### config.mk
export PLATFORM = sky130hd
export DESIGN_NAME = vga_draw_engine_flat
export DESIGN_NICKNAME = d
export VERILOG_FILES = /design/src/rtl/vga_draw_if.sv /design/src/rtl/vga_draw_engine.sv /design/src/flat_wrapper.sv
export SDC_FILE = /design/constraint.sdc
export NUM_CORES = 1
export LEC_CHECK = 0
export CORE_UTILIZATION = 38
export DETAILED_ROUTE_END_ITERATION = 8
export DONT_BUFFER_PORTS = 1
export PLACE_DENSITY = 0.61
export SLEW_MARGIN = 25
export SYNTH_ARGS = -nofsm -noshare
export SYNTH_HDL_FRONTEND = slang
export SYNTH_SLANG_ARGS = --single-unit
### constraint.sdc
create_clock -name clk50 -period 2.6 [get_ports clk50]
set_input_delay 0.52 -clock clk50 [delete_from_list [all_inputs] [get_ports clk50]]
set_output_delay 0.52 -clock clk50 [all_outputs]
set_load 0.005 [all_outputs]
### src/rtl/vga_draw_if.sv
// vga_draw_if: bundles the CPU command port and the screen-memory write port
// of vga_draw_engine.
//   cmd_wr/cmd_data     CPU pushes a command ({opcode[6:0], operand[8:0]})
//   cmd_full            command FIFO holds FIFO_DEPTH entries
//   busy                commands pending or a fill in progress
//   fifo_level          current FIFO entry count
//   err_overflow        sticky dropped-push flag, cleared by err_clr
//   mem_we/addr/wdata   pixel write request, held until mem_ready
//   mem_ready           memory accepts the write this cycle
// Modports: slave = engine side, master = CPU/memory side.
interface vga_draw_if #(
    parameter int XW         = 8,
    parameter int YW         = 9,
    parameter int CW         = 3,
    parameter int FIFO_DEPTH = 4
) ();
    logic                          cmd_wr;
    logic [15:0]                   cmd_data;
    logic                          cmd_full;
    logic                          busy;
    logic [$clog2(FIFO_DEPTH):0]   fifo_level;
    logic                          err_overflow;
    logic                          err_clr;
    logic                          mem_we;
    logic [YW+XW-1:0]              mem_addr;
    logic [CW-1:0]                 mem_wdata;
    logic                          mem_ready;

    modport slave (
        input  cmd_wr, cmd_data, err_clr, mem_ready,
        output cmd_full, busy, fifo_level, err_overflow,
               mem_we, mem_addr, mem_wdata
    );

    modport master (
        output cmd_wr, cmd_data, err_clr, mem_ready,
        input  cmd_full, busy, fifo_level, err_overflow,
               mem_we, mem_addr, mem_wdata
    );
endinterface

### src/rtl/vga_draw_engine.sv
// vga_draw_engine: queued draw-command executor in front of screen memory.
// Commands enter a show-ahead FIFO; register commands update x/y/xMax/yMax/
// color, draw commands (pixel, box, clear) rasterise one pixel per accepted
// memory write.
// Ports:
//   clk50   single rising-edge clock
//   reset   synchronous, active-high
//   bus     vga_draw_if.slave (command port, status, memory write port)
//
// state  | meaning
// -------+-------------------------------------------------------------
// IDLE   | pop one FIFO entry per cycle when non-empty
// FILL   | issue mem_we for the latched region until last pixel accepted
module vga_draw_engine #(
    parameter int XW         = 8,
    parameter int YW         = 9,
    parameter int CW         = 3,
    parameter int SCREEN_W   = 160,
    parameter int SCREEN_H   = 480,
    parameter int FIFO_DEPTH = 4
) (
    input  logic       clk50,
    input  logic       reset,
    vga_draw_if.slave  bus
);
    localparam int PW = $clog2(FIFO_DEPTH);
    localparam int LW = PW + 1;

    // Coordinate math is one bit wider so a bound of 2^XW-1 cannot wrap.
    localparam logic [XW:0] X_LIM = (XW+1)'(SCREEN_W);
    localparam logic [XW:0] X_END = (XW+1)'(SCREEN_W - 1);
    localparam logic [YW:0] Y_LIM = (YW+1)'(SCREEN_H);
    localparam logic [YW:0] Y_END = (YW+1)'(SCREEN_H - 1);

    localparam logic [6:0] OP_SET_X     = 7'd1;
    localparam logic [6:0] OP_SET_Y     = 7'd2;
    localparam logic [6:0] OP_SET_COLOR = 7'd3;
    localparam logic [6:0] OP_SET_XMAX  = 7'd5;
    localparam logic [6:0] OP_SET_YMAX  = 7'd6;
    localparam logic [6:0] OP_DRAW_BOX  = 7'd7;
    localparam logic [6:0] OP_CLEAR     = 7'd8;
    localparam logic [6:0] OP_DRAW_PIX  = 7'd9;

    typedef enum logic {S_IDLE = 1'b0, S_FILL = 1'b1} state_t;

    state_t state_q, state_d;

    logic [15:0]   fifo_mem [FIFO_DEPTH];
    logic [PW-1:0] wr_ptr_q, rd_ptr_q;
    logic [LW-1:0] count_q;
    logic          err_q;
    logic          full, empty, push, pop, overflow;
    logic [15:0]   head;
    logic [6:0]    op;
    logic [8:0]    opnd;

    logic [XW-1:0] x_q, xmax_q;
    logic [YW-1:0] y_q, ymax_q;
    logic [CW-1:0] color_q, fill_color_q;

    logic [XW:0]   col_q, col_start_q, col_end_q;
    logic [YW:0]   row_q, row_end_q;

    logic [XW:0]   xs, xe, xmax_c;
    logic [YW:0]   ys, ye, ymax_c;
    logic          is_draw, region_empty, start_fill, last_px;

    assign full     = (count_q == LW'(FIFO_DEPTH));
    assign empty    = (count_q == '0);
    assign push     = bus.cmd_wr & ~full;
    // Full is taken from the pre-edge count, so a same-cycle pop does not
    // rescue a push made while full.
    assign overflow = bus.cmd_wr & full;
    assign head     = fifo_mem[rd_ptr_q];
    assign op       = head[15:9];
    assign opnd     = head[8:0];
    assign last_px  = (col_q == col_end_q) && (row_q == row_end_q);

    assign bus.cmd_full     = full;
    assign bus.fifo_level   = count_q;
    assign bus.err_overflow = err_q;
    assign bus.busy         = ~empty | (state_q != S_IDLE);
    assign bus.mem_we       = (state_q == S_FILL);
    assign bus.mem_addr     = {row_q[YW-1:0], col_q[XW-1:0]};
    assign bus.mem_wdata    = fill_color_q;

    always_ff @(posedge clk50) begin
        if (reset) begin
            wr_ptr_q <= '0;
            rd_ptr_q <= '0;
            count_q  <= '0;
            err_q    <= 1'b0;
        end else begin
            if (push) begin
                fifo_mem[wr_ptr_q] <= bus.cmd_data;
                wr_ptr_q           <= wr_ptr_q + 1'b1;
            end
            if (pop)
                rd_ptr_q <= rd_ptr_q + 1'b1;
            case ({push, pop})
                2'b10:   count_q <= count_q + 1'b1;
                2'b01:   count_q <= count_q - 1'b1;
                default: count_q <= count_q;
            endcase
            if (overflow)
                err_q <= 1'b1;
            else if (bus.err_clr)
                err_q <= 1'b0;
        end
    end

    // Region bounds for the command at the FIFO head.
    always_comb begin
        xmax_c       = ({1'b0, xmax_q} > X_END) ? X_END : {1'b0, xmax_q};
        ymax_c       = ({1'b0, ymax_q} > Y_END) ? Y_END : {1'b0, ymax_q};
        xs           = {1'b0, x_q};
        ys           = {1'b0, y_q};
        xe           = xs;
        ye           = ys;
        is_draw      = 1'b0;
        region_empty = 1'b1;
        case (op)
            OP_DRAW_BOX: begin
                is_draw      = 1'b1;
                xe           = xmax_c;
                ye           = ymax_c;
                region_empty = (xmax_q < x_q) || (ymax_q < y_q) ||
                               ({1'b0, x_q} >= X_LIM) || ({1'b0, y_q} >= Y_LIM);
            end
            OP_DRAW_PIX: begin
                is_draw      = 1'b1;
                region_empty = ({1'b0, x_q} >= X_LIM) || ({1'b0, y_q} >= Y_LIM);
            end
            OP_CLEAR: begin
                is_draw      = 1'b1;
                xs           = '0;
                ys           = '0;
                xe           = X_END;
                ye           = Y_END;
                region_empty = 1'b0;
            end
            default: ;
        endcase
    end

    always_ff @(posedge clk50) begin
        if (reset)
            state_q <= S_IDLE;
        else
            state_q <= state_d;
    end

    always_comb begin
        state_d = state_q;
        case (state_q)
            S_IDLE:  if (start_fill) state_d = S_FILL;
            S_FILL:  if (bus.mem_ready && last_px) state_d = S_IDLE;
            default: state_d = S_IDLE;
        endcase
    end

    always_comb begin
        pop        = 1'b0;
        start_fill = 1'b0;
        if (state_q == S_IDLE && !empty) begin
            pop        = 1'b1;
            start_fill = is_draw & ~region_empty;
        end
    end

    always_ff @(posedge clk50) begin
        if (reset) begin
            x_q          <= '0;
            y_q          <= '0;
            xmax_q       <= '0;
            ymax_q       <= '0;
            color_q      <= '0;
            fill_color_q <= '0;
            col_q        <= '0;
            row_q        <= '0;
            col_start_q  <= '0;
            col_end_q    <= '0;
            row_end_q    <= '0;
        end else begin
            if (pop) begin
                case (op)
                    OP_SET_X:     x_q     <= opnd[XW-1:0];
                    OP_SET_Y:     y_q     <= opnd[YW-1:0];
                    OP_SET_COLOR: color_q <= opnd[CW-1:0];
                    OP_SET_XMAX:  xmax_q  <= opnd[XW-1:0];
                    OP_SET_YMAX:  ymax_q  <= opnd[YW-1:0];
                    default: ;
                endcase
            end
            if (start_fill) begin
                col_q        <= xs;
                row_q        <= ys;
                col_start_q  <= xs;
                col_end_q    <= xe;
                row_end_q    <= ye;
                fill_color_q <= color_q;
            end else if (state_q == S_FILL && bus.mem_ready) begin
                if (col_q != col_end_q) begin
                    col_q <= col_q + 1'b1;
                end else if (row_q != row_end_q) begin
                    col_q <= col_start_q;
                    row_q <= row_q + 1'b1;
                end
            end
        end
    end
endmodule
### src/flat_wrapper.sv
// flat-port wrapper written by rule: the top's interface ports become plain ports
module vga_draw_engine_flat 
#(
    parameter int XW         = 8,
    parameter int YW         = 9,
    parameter int CW         = 3,
    parameter int SCREEN_W   = 160,
    parameter int SCREEN_H   = 480,
    parameter int FIFO_DEPTH = 4
)
  (clk50, reset, bus_cmd_wr, bus_cmd_data, bus_err_clr, bus_mem_ready, bus_cmd_full, bus_busy, bus_fifo_level, bus_err_overflow, bus_mem_we, bus_mem_addr, bus_mem_wdata);
  vga_draw_if #(.XW(XW), .YW(YW), .CW(CW), .FIFO_DEPTH(FIFO_DEPTH)) bus_i ();
  input  logic clk50;
  input  logic reset;
  input wire logic [$bits(bus_i.cmd_wr)-1:0] bus_cmd_wr;
  input wire logic [$bits(bus_i.cmd_data)-1:0] bus_cmd_data;
  input wire logic [$bits(bus_i.err_clr)-1:0] bus_err_clr;
  input wire logic [$bits(bus_i.mem_ready)-1:0] bus_mem_ready;
  output wire logic [$bits(bus_i.cmd_full)-1:0] bus_cmd_full;
  output wire logic [$bits(bus_i.busy)-1:0] bus_busy;
  output wire logic [$bits(bus_i.fifo_level)-1:0] bus_fifo_level;
  output wire logic [$bits(bus_i.err_overflow)-1:0] bus_err_overflow;
  output wire logic [$bits(bus_i.mem_we)-1:0] bus_mem_we;
  output wire logic [$bits(bus_i.mem_addr)-1:0] bus_mem_addr;
  output wire logic [$bits(bus_i.mem_wdata)-1:0] bus_mem_wdata;
  assign bus_i.cmd_wr = bus_cmd_wr;
  assign bus_i.cmd_data = bus_cmd_data;
  assign bus_i.err_clr = bus_err_clr;
  assign bus_i.mem_ready = bus_mem_ready;
  assign bus_cmd_full = bus_i.cmd_full;
  assign bus_busy = bus_i.busy;
  assign bus_fifo_level = bus_i.fifo_level;
  assign bus_err_overflow = bus_i.err_overflow;
  assign bus_mem_we = bus_i.mem_we;
  assign bus_mem_addr = bus_i.mem_addr;
  assign bus_mem_wdata = bus_i.mem_wdata;
  vga_draw_engine #(.XW(XW), .YW(YW), .CW(CW), .SCREEN_W(SCREEN_W), .SCREEN_H(SCREEN_H), .FIFO_DEPTH(FIFO_DEPTH)) u_core (.clk50(clk50), .reset(reset), .bus(bus_i));
endmodule
==> impl_metrics.env <==
export IMPL_synth_avg_cell_area_um2=11.1
export IMPL_syn2layout_area_growth_pct=14.4
export IMPL_synth_seq_cells=159
export IMPL_clock_path_buffers=2
export IMPL_arrival_ns=2.81
export IMPL_syn_inst=670
export IMPL_cts_made_buffers=17
export IMPL_drt_iter0_markers=284
export IMPL_yosys_warnings=0
export IMPL_holdBufCountCts=0
export IMPL_skew_ns=0.0114
export IMPL_crit_fanout=8
export IMPL_rr_startpoint="u_core.fifo_mem[2][13]"
export IMPL_final_common_cell="dfxtp_1"
export IMPL_fillers=1772
export IMPL_insertion_delay_ns=0.43
export IMPL_maxCapViolCount=0
export IMPL_crit_path_start="u_core.fifo_mem[2][13]"
export IMPL_outcome="complete, no violations"
export IMPL_grt_pass1_vias=5090
export IMPL_slowest_delay_ns=0.56
export IMPL_place_gp_congestion=0.852
export IMPL_via_count=5168
export IMPL_crit_cells=7
export IMPL_synthDistinctLibCells=66
export IMPL_relSlewSlack=0.526
export IMPL_fin_util=0.448
export IMPL_detail_route_antenna_nets=0
export IMPL_vias_per_cell=5.36
export IMPL_wl_per_cell_um=17.4
export IMPL_final_cell_mix="dfxtp_1, edfxtp_1, nor2_1, buf_4, mux2i_1"
export IMPL_post_dp_hpwl_mm=12.4
export IMPL_cts_repair_resized=0
export IMPL_rsz0062_at_grt="true"
export IMPL_setup_viol=0
export IMPL_route_detailed_drc=0
export IMPL_port_buffers=0
export IMPL_nets=735
export IMPL_r2r_end="u_core.xmax_q[5]"
export IMPL_cts_setup_buffers=0
export IMPL_peakVddDrop_mv=0.642
export IMPL_num_antenna_cells=0
export IMPL_fp_coreArea_um2=19000
export IMPL_fin_area_um2=8500
export IMPL_root_buffer="clkbuf_16"
export IMPL_min_path_type="in2reg"
export IMPL_cp_common_cell="buf_6"
export IMPL_cpMaxStageDelayCell="mux4_2"
export IMPL_ioPinCount=48
export IMPL_max_freq_mhz=402
export IMPL_clkTransAtPathRegs_ns=0.06
export IMPL_grt_first_pass_wirelength_mm=27.0
export IMPL_first_pass_iters=5
export IMPL_r2r_setup_slack_ns=0.11
export IMPL_hp_start="reset"
export IMPL_ys_flop_type="dfxtp_1"
export IMPL_placed_area_um2=7880
export IMPL_grt_overflow_total=0
export IMPL_cts_max_level=4
export IMPL_cts_sinks=159
export IMPL_worstPathCellList="or3_1 > mux4_2 > buf_6 > or4_1 > buf_6 > mux2i_2 > nor2_1"
export IMPL_critPathBufInv=2
export IMPL_crit_family="simple AND/OR/NAND/NOR gates"
export IMPL_synth_edf_count=64
export IMPL_die_x_um=142
export IMPL_fin_crit_ns=2.49
export IMPL_drive_above_1_share=0.159
export IMPL_synth_nets=714
export IMPL_cts_tree="done"
export IMPL_wl_mm=16.8
export IMPL_post_synth_instance_area_um2=7430
export IMPL_track_usage=0.176
export IMPL_required_ns=2.92
export IMPL_dieArea_um2=20100
export IMPL_worst_pin_slew_ns=0.708
export IMPL_cp_end_kind="register"
export IMPL_seq_area_frac_synth=0.515
export IMPL_start_kind="register"
export IMPL_slew_viol_final=0
export IMPL_start_util=0.392
export IMPL_fp_dieH_um=142
export IMPL_grt_max_degree=85
export IMPL_setup_worst_path_end="u_core.xmax_q[5]"
export IMPL_hold_violations=0
export IMPL_rows=50
export IMPL_fin_crit_sh=0.956
export IMPL_synthArstFlopShare=0
export IMPL_r2r_cells=7
export IMPL_power_density_nw_per_um2=844
export IMPL_antenna_found_initial=0
export IMPL_crit_type="reg2reg"
export IMPL_leakage_nw=3.36
==> layer usage <==
metal | wire (um) | vias up | share of wire | GRT usage
li1 | - | 2514 | - | -
met1 | 7740 | 2525 | 0.46 | 0.231
met2 | 7800 | 115 | 0.46 | 0.282
met3 | 1010 | 14 | 0.060 | 0.0459
met4 | 228 | 0 | 0.014 | 0.0572
met5 | 0 | - | 0 | 0
==> synthesized netlist by cell type, drive strengths merged, types with 5 or more instances <==
cell | number | area share
o2111ai | 13 | 0.015
nor3 | 7 | 0.0062
a31oi | 16 | 0.015
nand2 | 30 | 0.016
a21oi | 23 | 0.015
and2 | 8 | 0.0067
xnor2 | 8 | 0.0094
a22o | 7 | 0.0083
nand4 | 17 | 0.014
a211oi | 6 | 0.0061
edfxtp | 64 | 0.26
or3 | 10 | 0.0084
ha | 22 | 0.037
nand3 | 14 | 0.0094
dfxtp | 95 | 0.26
nor2 | 60 | 0.032
and3 | 8 | 0.0067
o21ai | 29 | 0.020
mux4 | 13 | 0.039
o221ai | 5 | 0.0059
mux2i | 47 | 0.063
nor4 | 5 | 0.0042
inv | 33 | 0.017
xor2 | 25 | 0.029
buf | 33 | 0.030
clkbuf | 19 | 0.0096
==> flip-flops by register name, indices dropped and copies added, names as in the netlist, 3 cells and up, named ones only <==
register	count
u_core.bus.fifo_level	3
u_core.bus.mem_wdata	3
u_core.col_end_q	8
u_core.col_q	9
u_core.col_start_q	8
u_core.color_q	3
u_core.fifo_mem	64
u_core.row_end_q	9
u_core.row_q	10
u_core.x_q	8
u_core.xmax_q	8
u_core.y_q	9
u_core.ymax_q	9
==> final cells by class <==
class                   count  area [um^2]  share of cell area
flip-flops and latches    159         3820               0.450
multi-input cells         425         3210               0.377
clock buffers              20          468              0.0551
repair buffers             54          425              0.0501
well taps                 260          325              0.0383
inverters                  34          128              0.0150
clock inverters            12          123              0.0144
==> how the worst min path moves through the flow <==
stage,cells past startpoint,slack (ns),end
finish,1,0.18,u_core.col_start_q[6]
global route,1,0.17,u_core.row_q[2]
CTS,1,0.16,u_core.col_start_q[6]
detailed placement,2,0.46,u_core.col_end_q[4]
global placement,2,0.46,u_core.row_end_q[2]
floorplan,2,0.44,u_core.col_end_q[4]
==> stage by stage <==
stage	hold WS [ns]	cells	total power (W)	worst slack, ns	setup TNS [ns]
after floorplan	0.440	670	0.00420	0.279	0
after global placement	0.457	932	0.00472	0.124	0
after detailed placement	0.460	932	0.00477	0.0308	0
after CTS	0.156	964	0.00721	0.0162	0
after global routing	0.166	964	0.00750	-0.00464	-0.00781
final	0.177	964	0.00718	0.113	0
==> cell families (layout without fill, tap and decap cells) <==
logic type               count (synthesis)  in the layout  synth area share
AND/OR/NAND/NOR                        174            174             0.119
flip-flops                             159            159             0.515
AO/OA/AOI/OAI                          134            134             0.127
buffers and inverters                   86            120            0.0566
multiplexers                            61             61             0.104
XOR/XNOR                                33             33            0.0389
adder cells (fa/ha/maj)                 23             23            0.0398
==> worst register-to-register path: stages, from the launching register on <==
cell and delay, ns:
edfxtp_1 0.36, or3_1 0.38, mux4_2 0.56, buf_6 0.17, or4_1 0.52, buf_6 0.17
mux2i_2 0.17, nor2_1 0.05
==> where the power goes <==
part	total (W)	internal, W	switching [W]
sequential	0.00287	0.00274	0.000126
clock	0.00244	0.00142	0.00102
combinational	0.00187	0.000730	0.00114
Note: power is estimated with default switching activity, not from simulation.
